<file path="config.mk">
export PLATFORM = sky130hd
export DESIGN_NAME = pulse_qualifier
export DESIGN_NICKNAME = d
export VERILOG_FILES = /design/src/rtl/pulse_qualifier.sv
export SDC_FILE = /design/constraint.sdc
export NUM_CORES = 1
export LEC_CHECK = 0
export ABC_AREA = 1
export CORE_MARGIN = 2
export CORE_UTILIZATION = 51
export DETAILED_ROUTE_END_ITERATION = 16
export PLACE_DENSITY_LB_ADDON = 0.25
export SETUP_SLACK_MARGIN = 0.02
export SYNTH_ARGS = -nofsm -noshare
export SYNTH_HDL_FRONTEND = slang
export SYNTH_SLANG_ARGS = --single-unit
</file>
<file path="constraint.sdc">
create_clock -name clk -period 1.4 [get_ports clk]
set_input_delay 0.35 -clock clk [delete_from_list [all_inputs] [get_ports clk]]
set_output_delay 0.35 -clock clk [all_outputs]
set_load 0.03 [all_outputs]
</file>
<file path="src/rtl/pulse_qualifier.sv">
// Input conditioner: synchronises a raw asynchronous level, glitch-filters it and
// emits one single-cycle pulse per qualified rising edge, followed by a holdoff window.
module pulse_qualifier #(
    parameter int SYNC_STAGES = 2,
    parameter int FILT_CYCLES = 4,
    parameter int HOLDOFF     = 16,
    parameter int CNT_W       = 8
) (
    input  logic             clk,
    input  logic             reset,
    input  logic             async_in,
    input  logic             enable,
    input  logic             clr_stats,
    output logic             pulse_out,
    output logic [CNT_W-1:0] pulse_cnt,
    output logic             dropped
);

    localparam int FW = (FILT_CYCLES > 1) ? $clog2(FILT_CYCLES) : 1;
    localparam int HW = (HOLDOFF > 1) ? $clog2(HOLDOFF) : 1;
    localparam logic [FW-1:0] FILT_LAST = FW'(FILT_CYCLES - 1);
    localparam logic [HW-1:0] HOLD_LAST = HW'(HOLDOFF - 1);

    typedef enum logic [1:0] {
        ST_WAIT_LOW = 2'd0,
        ST_ARMED    = 2'd1,
        ST_FIRE     = 2'd2,
        ST_HOLD     = 2'd3
    } state_t;

    logic [SYNC_STAGES-1:0] sync_r;
    logic [SYNC_STAGES-1:0] sync_vld_r;
    logic                   s_d_r;
    logic                   s_s;
    logic                   sync_valid_s;
    logic                   rise_s;

    state_t                 state_r;
    state_t                 state_next_s;
    logic [FW-1:0]          filt_cnt_r;
    logic [FW-1:0]          filt_next_s;
    logic [HW-1:0]          hold_cnt_r;
    logic [HW-1:0]          hold_next_s;

    logic                   pulse_r;
    logic [CNT_W-1:0]       pulse_cnt_r;
    logic                   dropped_r;
    logic                   fire_event_s;
    logic                   drop_event_s;

    assign s_s          = sync_r[SYNC_STAGES-1];
    assign sync_valid_s = sync_vld_r[SYNC_STAGES-1];
    assign rise_s       = s_s & ~s_d_r;

    // The valid chain marks when the synchroniser holds real samples again after
    // reset; without it a level stuck high through reset would look like a fresh low.
    // Synchroniser chain, its valid tracker and the one-cycle delayed sync output.
    always_ff @(posedge clk) begin
        if (reset) begin
            sync_r     <= '0;
            sync_vld_r <= '0;
            s_d_r      <= 1'b0;
        end else begin
            sync_r     <= {sync_r[SYNC_STAGES-2:0], async_in};
            sync_vld_r <= {sync_vld_r[SYNC_STAGES-2:0], 1'b1};
            s_d_r      <= s_s;
        end
    end

    // Qualifier FSM state and counter registers.
    always_ff @(posedge clk) begin
        if (reset) begin
            state_r    <= ST_WAIT_LOW;
            filt_cnt_r <= '0;
            hold_cnt_r <= '0;
        end else begin
            state_r    <= state_next_s;
            filt_cnt_r <= filt_next_s;
            hold_cnt_r <= hold_next_s;
        end
    end

    // Next-state and counter logic; enable low parks the FSM idle.
    always_comb begin
        state_next_s = state_r;
        filt_next_s  = filt_cnt_r;
        hold_next_s  = hold_cnt_r;
        if (!enable) begin
            state_next_s = ST_WAIT_LOW;
            filt_next_s  = '0;
            hold_next_s  = '0;
        end else begin
            case (state_r)
                ST_WAIT_LOW: begin
                    filt_next_s = '0;
                    if (sync_valid_s && !s_s) begin
                        state_next_s = ST_ARMED;
                    end else begin
                        state_next_s = ST_WAIT_LOW;
                    end
                end
                ST_ARMED: begin
                    if (s_s) begin
                        if (filt_cnt_r == FILT_LAST) begin
                            state_next_s = ST_FIRE;
                            filt_next_s  = '0;
                        end else begin
                            filt_next_s  = filt_cnt_r + FW'(1);
                        end
                    end else begin
                        filt_next_s = '0;
                    end
                end
                ST_FIRE: begin
                    state_next_s = ST_HOLD;
                    hold_next_s  = '0;
                end
                ST_HOLD: begin
                    if (hold_cnt_r == HOLD_LAST) begin
                        state_next_s = ST_WAIT_LOW;
                        hold_next_s  = '0;
                    end else begin
                        hold_next_s  = hold_cnt_r + HW'(1);
                    end
                end
                default: begin
                    state_next_s = ST_WAIT_LOW;
                    filt_next_s  = '0;
                    hold_next_s  = '0;
                end
            endcase
        end
    end

    // A pulse already on the output is counted even if enable drops in that cycle.
    assign fire_event_s = (state_r == ST_FIRE);
    assign drop_event_s = enable && (state_r == ST_HOLD) && rise_s;

    // Output pulse register, high exactly while the FSM sits in FIRE.
    always_ff @(posedge clk) begin
        if (reset) begin
            pulse_r <= 1'b0;
        end else begin
            pulse_r <= (state_next_s == ST_FIRE);
        end
    end

    // Debug statistics: saturating pulse count and sticky drop flag.
    always_ff @(posedge clk) begin
        if (reset) begin
            pulse_cnt_r <= '0;
            dropped_r   <= 1'b0;
        end else if (clr_stats) begin
            pulse_cnt_r <= '0;
            dropped_r   <= 1'b0;
        end else begin
            if (fire_event_s && (pulse_cnt_r != {CNT_W{1'b1}})) begin
                pulse_cnt_r <= pulse_cnt_r + CNT_W'(1);
            end
            if (drop_event_s) begin
                dropped_r <= 1'b1;
            end
        end
    end

    assign pulse_out = pulse_r;
    assign pulse_cnt = pulse_cnt_r;
    assign dropped   = dropped_r;

endmodule

</file>
==> qor.csv, run 1 <==
metric,value,unit
status,"complete, no violations",
port bufs,14,
Sw Ratio,21.9,%
"Buf+Inv Stages, Crit Path",1,
Max transition margin,84.0,%
Die ar.,2380,um^2
Mapped Area,1020,um^2
share of cells above drive strength 1,18.4,%
Psw,0.222,mW
Place WS,-25.5,ps
Max-cap violations,0,
vias in the first global route,782,
CTS Hold Buffers Added,0,
Peak VDD IR,0.807,mV
HP Class,reg2reg,
Final Max Tran Viols,0,
Worst EP required,1050,ps
clk_skew,6.97,ps
Cells after Synth,140,
first-pass iteration count of the detailed router,4,
routed wire length,1890,um
GRT Total Usage,16.7,%
CTS root buf,clkbuf_4,
final worst slack,54.3,ps
Final min period,1350,ps
Die Wd,48.8,um
power share of the combinational group,4.3,%
Sequential Power Share,65.3,%
internal power,0.792,mW
antenna violations before repair,0,
R2R setup slack,100,ps
synthesized flop and latch total,23,
sequential area share after synthesis,45.0,%
GRT Residual Overflow,0,
Yosys cell types,22,
Vias,907,
Layout area overhead,22.5,%
Tightest Pin Transition,237,ps
syn_nets,148,
Worst setup EP type,primary output,
CP max stage delay,380,ps
WL/cell,9.94,um
unrepaired setup endpoints after global routing,true,
Worst-path clk slew,130,ps
DRC viols,0,
vias per inst,4.77,
diode count,0,
critical path type,reg2out,
I/O pin cnt,15,
clock buffer depth,2,
"CP delay by family, top",flip-flops,
Avg Inst Size Synth,7.31,um^2
# rows,16,
core area,1920,um^2
Ys Warns,0,
critical path arrival,1000,ps
post-detail-place hpwl,1460,um
clock network power share,30.4,%
final hold viol count,0,
H-tree depth,1,
fin crit share,96.1,%
power density cells,809,nW/um^2
final setup fails,0,
Num CTS Buffers,3,
fillers,172,
worst hold slack,407,ps
Nets,172,
"Max stage delay cell, worst path",dfxtp_4,
largest net degree at the start of global routing,13,
f_max,743,MHz
post-route ant nets,0,
first-pass GRT wire length,3200,um
setup TNS,0,ps
"Critical Path, Cell by Cell",clkdlybuf4s15_2,
CTS sink cnt,23,
Leak,0.523,nW
CTS tree,done,
initial DRC count,21,
startpoint types,flip-flop,
Die H,48.8,um
GPL Wtd Cong,0.805,
crit path max fanout,5,
initial core utilization,53.3,%
clock insertion delay at the later pin of the skew report,310,ps
-- synthesized netlist by cell type (all sizes together) --
cell / instances / area, um^2
xor2: 3 / 26.3
nand4: 1 / 6.26
ha: 3 / 37.5
xnor2: 1 / 8.76
a211oi: 1 / 7.51
buf: 1 / 11.3
and3: 1 / 6.26
nor2: 27 / 114
nand3: 8 / 40.0
nor4: 2 / 12.5
dfxtp: 23 / 460
inv: 17 / 63.8
nand3b: 1 / 7.51
a21oi: 11 / 55.1
nor3: 1 / 5.00
nand2: 37 / 151
o21ai: 2 / 10.0
-- cell usage in the layout (no fill, tap or decap), types with 2 or more instances in the layout --
| cell | n |
|---|---|
| a21oi_1 | 11 |
| ha_1 | 2 |
| nor2_4 | 2 |
| buf_4 | 12 |
| nor2_1 | 24 |
| inv_1 | 15 |
| nand3_1 | 8 |
| nand2_1 | 34 |
| nand2_2 | 2 |
| o21ai_0 | 2 |
| clkdlybuf4s15_2 | 3 |
| nor4_1 | 2 |
| inv_2 | 2 |
| clkbuf_4 | 3 |
| clkdlybuf4s50_1 | 4 |
| xor2_1 | 3 |
| dfxtp_1 | 21 |
-- per-layer routing --
metal	routed length, um	GRT usage, %	vias up
li1	-	-	487
met1	955	23.7	396
met2	824	26.0	19
met3	70	1.84	5
met4	38	7.14	0
met5	0	0	-
-- sequential cells by signal, indices dropped and copies added (netlist names) --
register    count
pulse_cnt       8
hold_cnt_r      4
filt_cnt_r      2
state_r         2
sync_r          2
sync_vld_r      2
dropped         1
pulse_out       1
s_d_r           1
-- power by group through the flow --
stage	Sequential (mW)	Combinational, mW	Clock [mW]
global route	0.664	0.0492	0.334
floorplan	0.679	0.0181	0
global placement	0.680	0.0428	0
detailed placement	0.680	0.0433	0
CTS	0.665	0.0436	0.311
finish	0.663	0.0432	0.308
-- area by class of cell --
| type | instances | area [um^2] | share of cell area [%] |
|---|---|---|---|
| multi-input cells | 99 | 495 | 39.5 |
| well taps | 27 | 33.8 | 2.69 |
| flip-flops and latches | 23 | 465 | 37.1 |
| clock buffers | 4 | 26.3 | 2.10 |
| inverters | 17 | 63.8 | 5.09 |
| repair buffers | 20 | 169 | 13.5 |
-- what timing repair did --
item                       in CTS  in global routing
setup buffers                   0                  1
setup endpoints to repair       4                  8
gates cloned                    0                  0
gates resized for setup        10                  5
-- cell families (layout without fill, tap and decap cells) --
kind of cell | after synthesis | count (layout) | synth area share (%)
adders and majority gates | 3 | 3 | 3.67
and+or+nand+nor | 78 | 78 | 33.5
buffers and inverters | 18 | 41 | 7.33
DFF | 23 | 23 | 45.0
xor gates and xnor gates | 4 | 4 | 3.42
AOI/OAI and AO/OA | 14 | 14 | 7.09
-- path summary, 6_finish.rpt --
| check | from | to | cells after the start |
|---|---|---|---|
| max | pulse_cnt[0]$_SDFFE_PP0P_ | pulse_cnt[0] | 1 |
| min | sync_r[0]$_SDFF_PP0_ | sync_r[1]$_SDFF_PP0_ | 2 |
| max reg2reg | pulse_cnt[0]$_SDFFE_PP0P_ | pulse_cnt[0]$_SDFFE_PP0P_ | 8 |
| min reg2reg | sync_r[0]$_SDFF_PP0_ | sync_r[1]$_SDFF_PP0_ | 2 |
-- stage by stage --
step                      area [um^2]  power (mW)  utilization, %  instances
final                            1250        1.01            65.2        190
after CTS                        1240        1.02            64.5        189
after global placement           1210       0.722            63.0        185
after detailed placement         1210       0.723            63.0        185
after global routing             1250        1.05            65.2        190
after floorplan                  1030       0.697               -        140
(Power assumes the default switching activity.)
==> run 2: changes to the inputs <==
--- a/config.mk
+++ b/config.mk
@@ -7,7 +7,7 @@
 export LEC_CHECK = 0
 export ABC_AREA = 1
 export CORE_MARGIN = 2
-export CORE_UTILIZATION = 51
+export CORE_UTILIZATION = 30
 export DETAILED_ROUTE_END_ITERATION = 16
 export PLACE_DENSITY_LB_ADDON = 0.25
 export SETUP_SLACK_MARGIN = 0.02
==> qor.csv, run 2 (synthesis results as in run 1) <==
metric,value,unit
H-tree depth,1,
"commonest cells after routing, fill and taps aside","nand2_1 (34), nor2_1 (24), dfxtp_1 (20), inv_1 (15), buf_4 (12)",
initial core utilization,30.9,%
# rows,21,
Place WS,-87.8,ps
Psw,0.235,mW
Tightest Pin Transition,226,ps
core area,3310,um^2
Layout area overhead,24.0,%
Max transition margin,84.9,%
worst hold slack,430,ps
unrepaired setup endpoints after global routing,false,
Nets,172,
clk_skew,7.85,ps
antenna violations before repair,0,
internal power,0.786,mW
critical path type,reg2out,
Reg-to-Reg Start,pulse_cnt[0]$_SDFFE_PP0P_,
grt peak-use layer,met2,
clock buffer depth,2,
status,"complete, no violations",
Max-cap violations,0,
Sw Ratio,23.0,%
global routing usage on met3,1.80,%
Leak,0.532,nW
routed wire length,2000,um
GRT Total Usage,11.1,%
WL/cell,9.58,um
DRC viols,0,
GPL Wtd Cong,0.782,
diode count,0,
Die ar.,3900,um^2
Worst-path clk slew,140,ps
HP Class,reg2reg,
largest net degree at the start of global routing,14,
initial DRC count,30,
met1 usage,13.9,%
startpoint types,flip-flop,
crit path max fanout,5,
vias per inst,4.33,
final instance area,1270,um^2
post-route ant nets,0,
"Cell Area, Placed",1230,um^2
Num CTS Buffers,3,
first-pass iteration count of the detailed router,4,
power density cells,805,nW/um^2
power share of the combinational group,4.2,%
"most common cell after layout, fill and taps aside",nand2_1,
Vias,906,
Die H,62.4,um
Die Wd,62.4,um
Worst setup EP type,primary output,
post-detail-place hpwl,1570,um
fillers,371,
Final min period,1320,ps
clock insertion delay at the later pin of the skew report,320,ps
global routing usage on met2,18.7,%
max FFs per register,8,
share of cells above drive strength 1,19.6,%
GRT Residual Overflow,0,
CTS Hold Buffers Added,0,
fin util,38.3,%
critical path arrival,970,ps
Peak VDD IR,0.406,mV
CTS sink cnt,23,
CP Launch Point,pulse_cnt[2]$_SDFFE_PP0P_,
CTS root buf,clkbuf_4,
Sequential Power Share,64.8,%
final worst slack,84.7,ps
fin crit share,93.9,%
Hold Startpoint,sync_r[0]$_SDFF_PP0_,
Final Max Tran Viols,0,
first-pass GRT wire length,3510,um
vias in the first global route,825,
final hold viol count,0,
final setup fails,0,
I/O pin cnt,15,
port bufs,14,
Worst EP required,1050,ps
clock network power share,31.0,%
CTS tree,done,
f_max,760,MHz
## run 2: changes by cell type in the layout (fill, tap and decap cells not counted)
cell / change
clkinv_2: +1
clkbuf_1: -1
buf_2: +3
nor2_4: -1
ha_2: -1
nor2_2: +1
dfxtp_4: +1
ha_4: +1
dfxtp_1: -1
clkdlybuf4s15_2: -3
## run 2: power groups by stage
stage / clock (mW) / combinational, mW / sequential [mW]
6_report: 0.316 / 0.0430 / 0.662
5_1_grt: 0.365 / 0.0485 / 0.663
4_1_cts: 0.327 / 0.0441 / 0.666
3_5_place_dp: 0 / 0.0438 / 0.680
3_3_place_gp: 0 / 0.0437 / 0.680
2_1_floorplan: 0 / 0.0181 / 0.679
## run 2: repair_timing
| item | 4_1_cts | 5_1_grt |
|---|---|---|
| resized for setup | 11 | 12 |
| hold endpoints to repair | 0 | 0 |
| setup endpoints to repair | 4 | 10 |
| setup buffers | 0 | 1 |
| pin swaps | 0 | 1 |
## run 2: per-stage QoR
stage / TNS [ps] / total power, mW / cells
3_3_place_gp: -171 / 0.723 / 204
5_1_grt: 0 / 1.08 / 209
4_1_cts: 0 / 1.04 / 208
2_1_floorplan: 0 / 0.697 / 140
6_report: 0 / 1.02 / 209
3_5_place_dp: -545 / 0.724 / 204
## run 2: final timing paths
check | depth (start not counted) | to | slack (ps)
setup / recovery | 2 | pulse_cnt[2] | 80
hold reg to reg | 2 | sync_r[1]$_SDFF_PP0_ | 430
setup reg to reg | 8 | pulse_cnt[1]$_SDFFE_PP0P_ | 140
hold / removal | 2 | sync_r[1]$_SDFF_PP0_ | 430
## run 2: cell type report
class                      count  area, um^2  area share, %
multi-input combinational     99         500           39.4
sequential                    23         469           37.0
timing repair buffer          20         150           11.8
inverter                      17        63.8           5.03
tap                           46        57.6           4.54
clock buffer                   3        22.5           1.78
clock inverter                 1        5.00          0.394
## run 2: per-layer routing
layer / part of all wire, % / vias to the layer above
met3: 2.8 / 4
met5: 0 / -
met1: 48 / 404
met2: 47 / 12
li1: - / 486
met4: 1.8 / 0
## run 2: critical path: stages (launching register included)
cell	delay (ps)
dfxtp_1	360
buf_4	140
buf_4	150
==> run 3: changes to the inputs <==
--- a/config.mk
+++ b/config.mk
@@ -9,6 +9,7 @@
 export CORE_MARGIN = 2
 export CORE_UTILIZATION = 30
 export DETAILED_ROUTE_END_ITERATION = 16
+export MAX_ROUTING_LAYER = met4
 export PLACE_DENSITY_LB_ADDON = 0.25
 export SETUP_SLACK_MARGIN = 0.02
 export SYNTH_ARGS = -nofsm -noshare
==> qor.csv, run 3 (synthesis results as in run 1) <==
metric,value,unit
Worst EP required,1050,ps
initial DRC count,32,
unrepaired setup endpoints after global routing,false,
final worst slack,85.1,ps
routed wire length,2000,um
initial core utilization,30.9,%
fin cells,209,
Sw Ratio,23.0,%
Die H,62.4,um
Leak,0.532,nW
Tightest Pin Transition,232,ps
startpoint types,flip-flop,
GRT Total Usage,11.4,%
global routing usage on met3,1.80,%
DRC viols,0,
Sequential Power Share,64.8,%
post-route ant nets,0,
power density cells,804,nW/um^2
critical path arrival,960,ps
first-pass iteration count of the detailed router,4,
clock insertion delay at the later pin of the skew report,320,ps
share of cells above drive strength 1,19.6,%
clock buffer depth,2,
Peak VDD IR,0.406,mV
GRT Residual Overflow,0,
Hold Startpoint,sync_vld_r[0]$_DFF_P_,
GPL Wtd Cong,0.793,
clock network power share,30.9,%
antenna violations before repair,0,
R2R setup slack,140,ps
Max transition margin,84.5,%
Die ar.,3900,um^2
H-tree depth,1,
CTS root buf,clkbuf_4,
"commonest cells after routing, fill and taps aside","nand2_1 (34), nor2_1 (24), dfxtp_1 (20), inv_1 (15), buf_4 (12)",
worst r2r dst,pulse_cnt[1]$_SDFFE_PP0P_,
Reg-to-Reg Start,pulse_cnt[0]$_SDFFE_PP0P_,
grt peak-use layer,met2,
clk_skew,8.14,ps
post-detail-place hpwl,1570,um
Hold Path End,sync_vld_r[1]$_SDFF_PP0_,
f_max,761,MHz
max FFs per register,8,
Psw,0.234,mW
Nets,172,
port bufs,14,
WL/cell,9.59,um
Die Wd,62.4,um
# rows,21,
crit path max fanout,5,
Final min period,1310,ps
Worst setup EP type,primary output,
critical path type,reg2out,
I/O pin cnt,15,
diode count,0,
Worst R2R Path Depth,8,
total power,1.02,mW
"most common cell after layout, fill and taps aside",nand2_1,
power share of the combinational group,4.2,%
hold path cells,2,
worst hold slack,431,ps
final hold viol count,0,
vias per inst,4.34,
fin crit share,93.9,%
CTS Hold Buffers Added,0,
internal power,0.786,mW
vias in the first global route,826,
global routing usage on met2,18.7,%
met1 usage,13.9,%
final setup fails,0,
Layout area overhead,24.0,%
Place WS,-87.8,ps
Placed Cells,204,
CTS sink cnt,23,
largest net degree at the start of global routing,14,
CTS tree,done,
Vias,907,
fin util,38.3,%
Num CTS Buffers,3,
Worst-path clk slew,140,ps
HP Class,reg2reg,
status,"complete, no violations",
first-pass GRT wire length,3510,um
Max-cap violations,0,
Final Max Tran Viols,0,
core area,3310,um^2
## run 3: cell counts in the layout (fill, tap and decap cells not counted)
Identical to the previous run, type by type.
## run 3: final cells by class
class                      instances  area [um^2]
inverter                          17         63.8
fill                             371         2040
sequential                        23          469
clock buffer                       3         22.5
tap                               46         57.6
multi-input combinational         99          500
timing repair buffer              20          150
clock inverter                     1         5.00
## run 3: how the worst max path moves through the flow
stage          slack, ps                    endpoint  cells after the start                       from
2_1_floorplan         80   pulse_cnt[1]$_SDFFE_PP0P_                      8  pulse_cnt[1]$_SDFFE_PP0P_
3_3_place_gp         -50  hold_cnt_r[2]$_SDFFE_PP0P_                      4                      reset
3_5_place_dp         -90   pulse_cnt[7]$_SDFFE_PP0P_                      4                      reset
4_1_cts               30                   pulse_out                      1       pulse_out$_SDFF_PP0_
5_1_grt               30   pulse_cnt[1]$_SDFFE_PP0P_                      8  pulse_cnt[0]$_SDFFE_PP0P_
6_report              90                pulse_cnt[2]                      2  pulse_cnt[2]$_SDFFE_PP0P_
## run 3: worst max-delay path: stages, from the launching register on
cell,delay [ps]
dfxtp_1,360
buf_4,140
buf_4,150
## run 3: through the flow
stage               setup TNS (ps)  cell area (um^2)
floorplan                        0              1030
global placement              -171              1230
detailed placement            -545              1230
CTS                              0              1270
global route                     0              1270
finish                           0              1270
## run 3: layer usage
metal,wire length (um),up-vias
met4,36,0
met1,957,405
li1,-,486
met3,57,4
met5,0,-
met2,952,12
## run 3: power groups by stage
stage,registers (mW),clock network (mW),logic (mW)
after CTS,0.666,0.327,0.0441
after detailed placement,0.680,0,0.0438
after floorplan,0.679,0,0.0181
final,0.662,0.316,0.0431
after global placement,0.680,0,0.0437
after global routing,0.663,0.365,0.0485
## run 3: what timing repair did
item / 4_1_cts / 5_1_grt
setup buffers: 0 / 1
resized for setup: 11 / 12
pin swaps: 0 / 1
setup endpoints to repair: 4 / 10
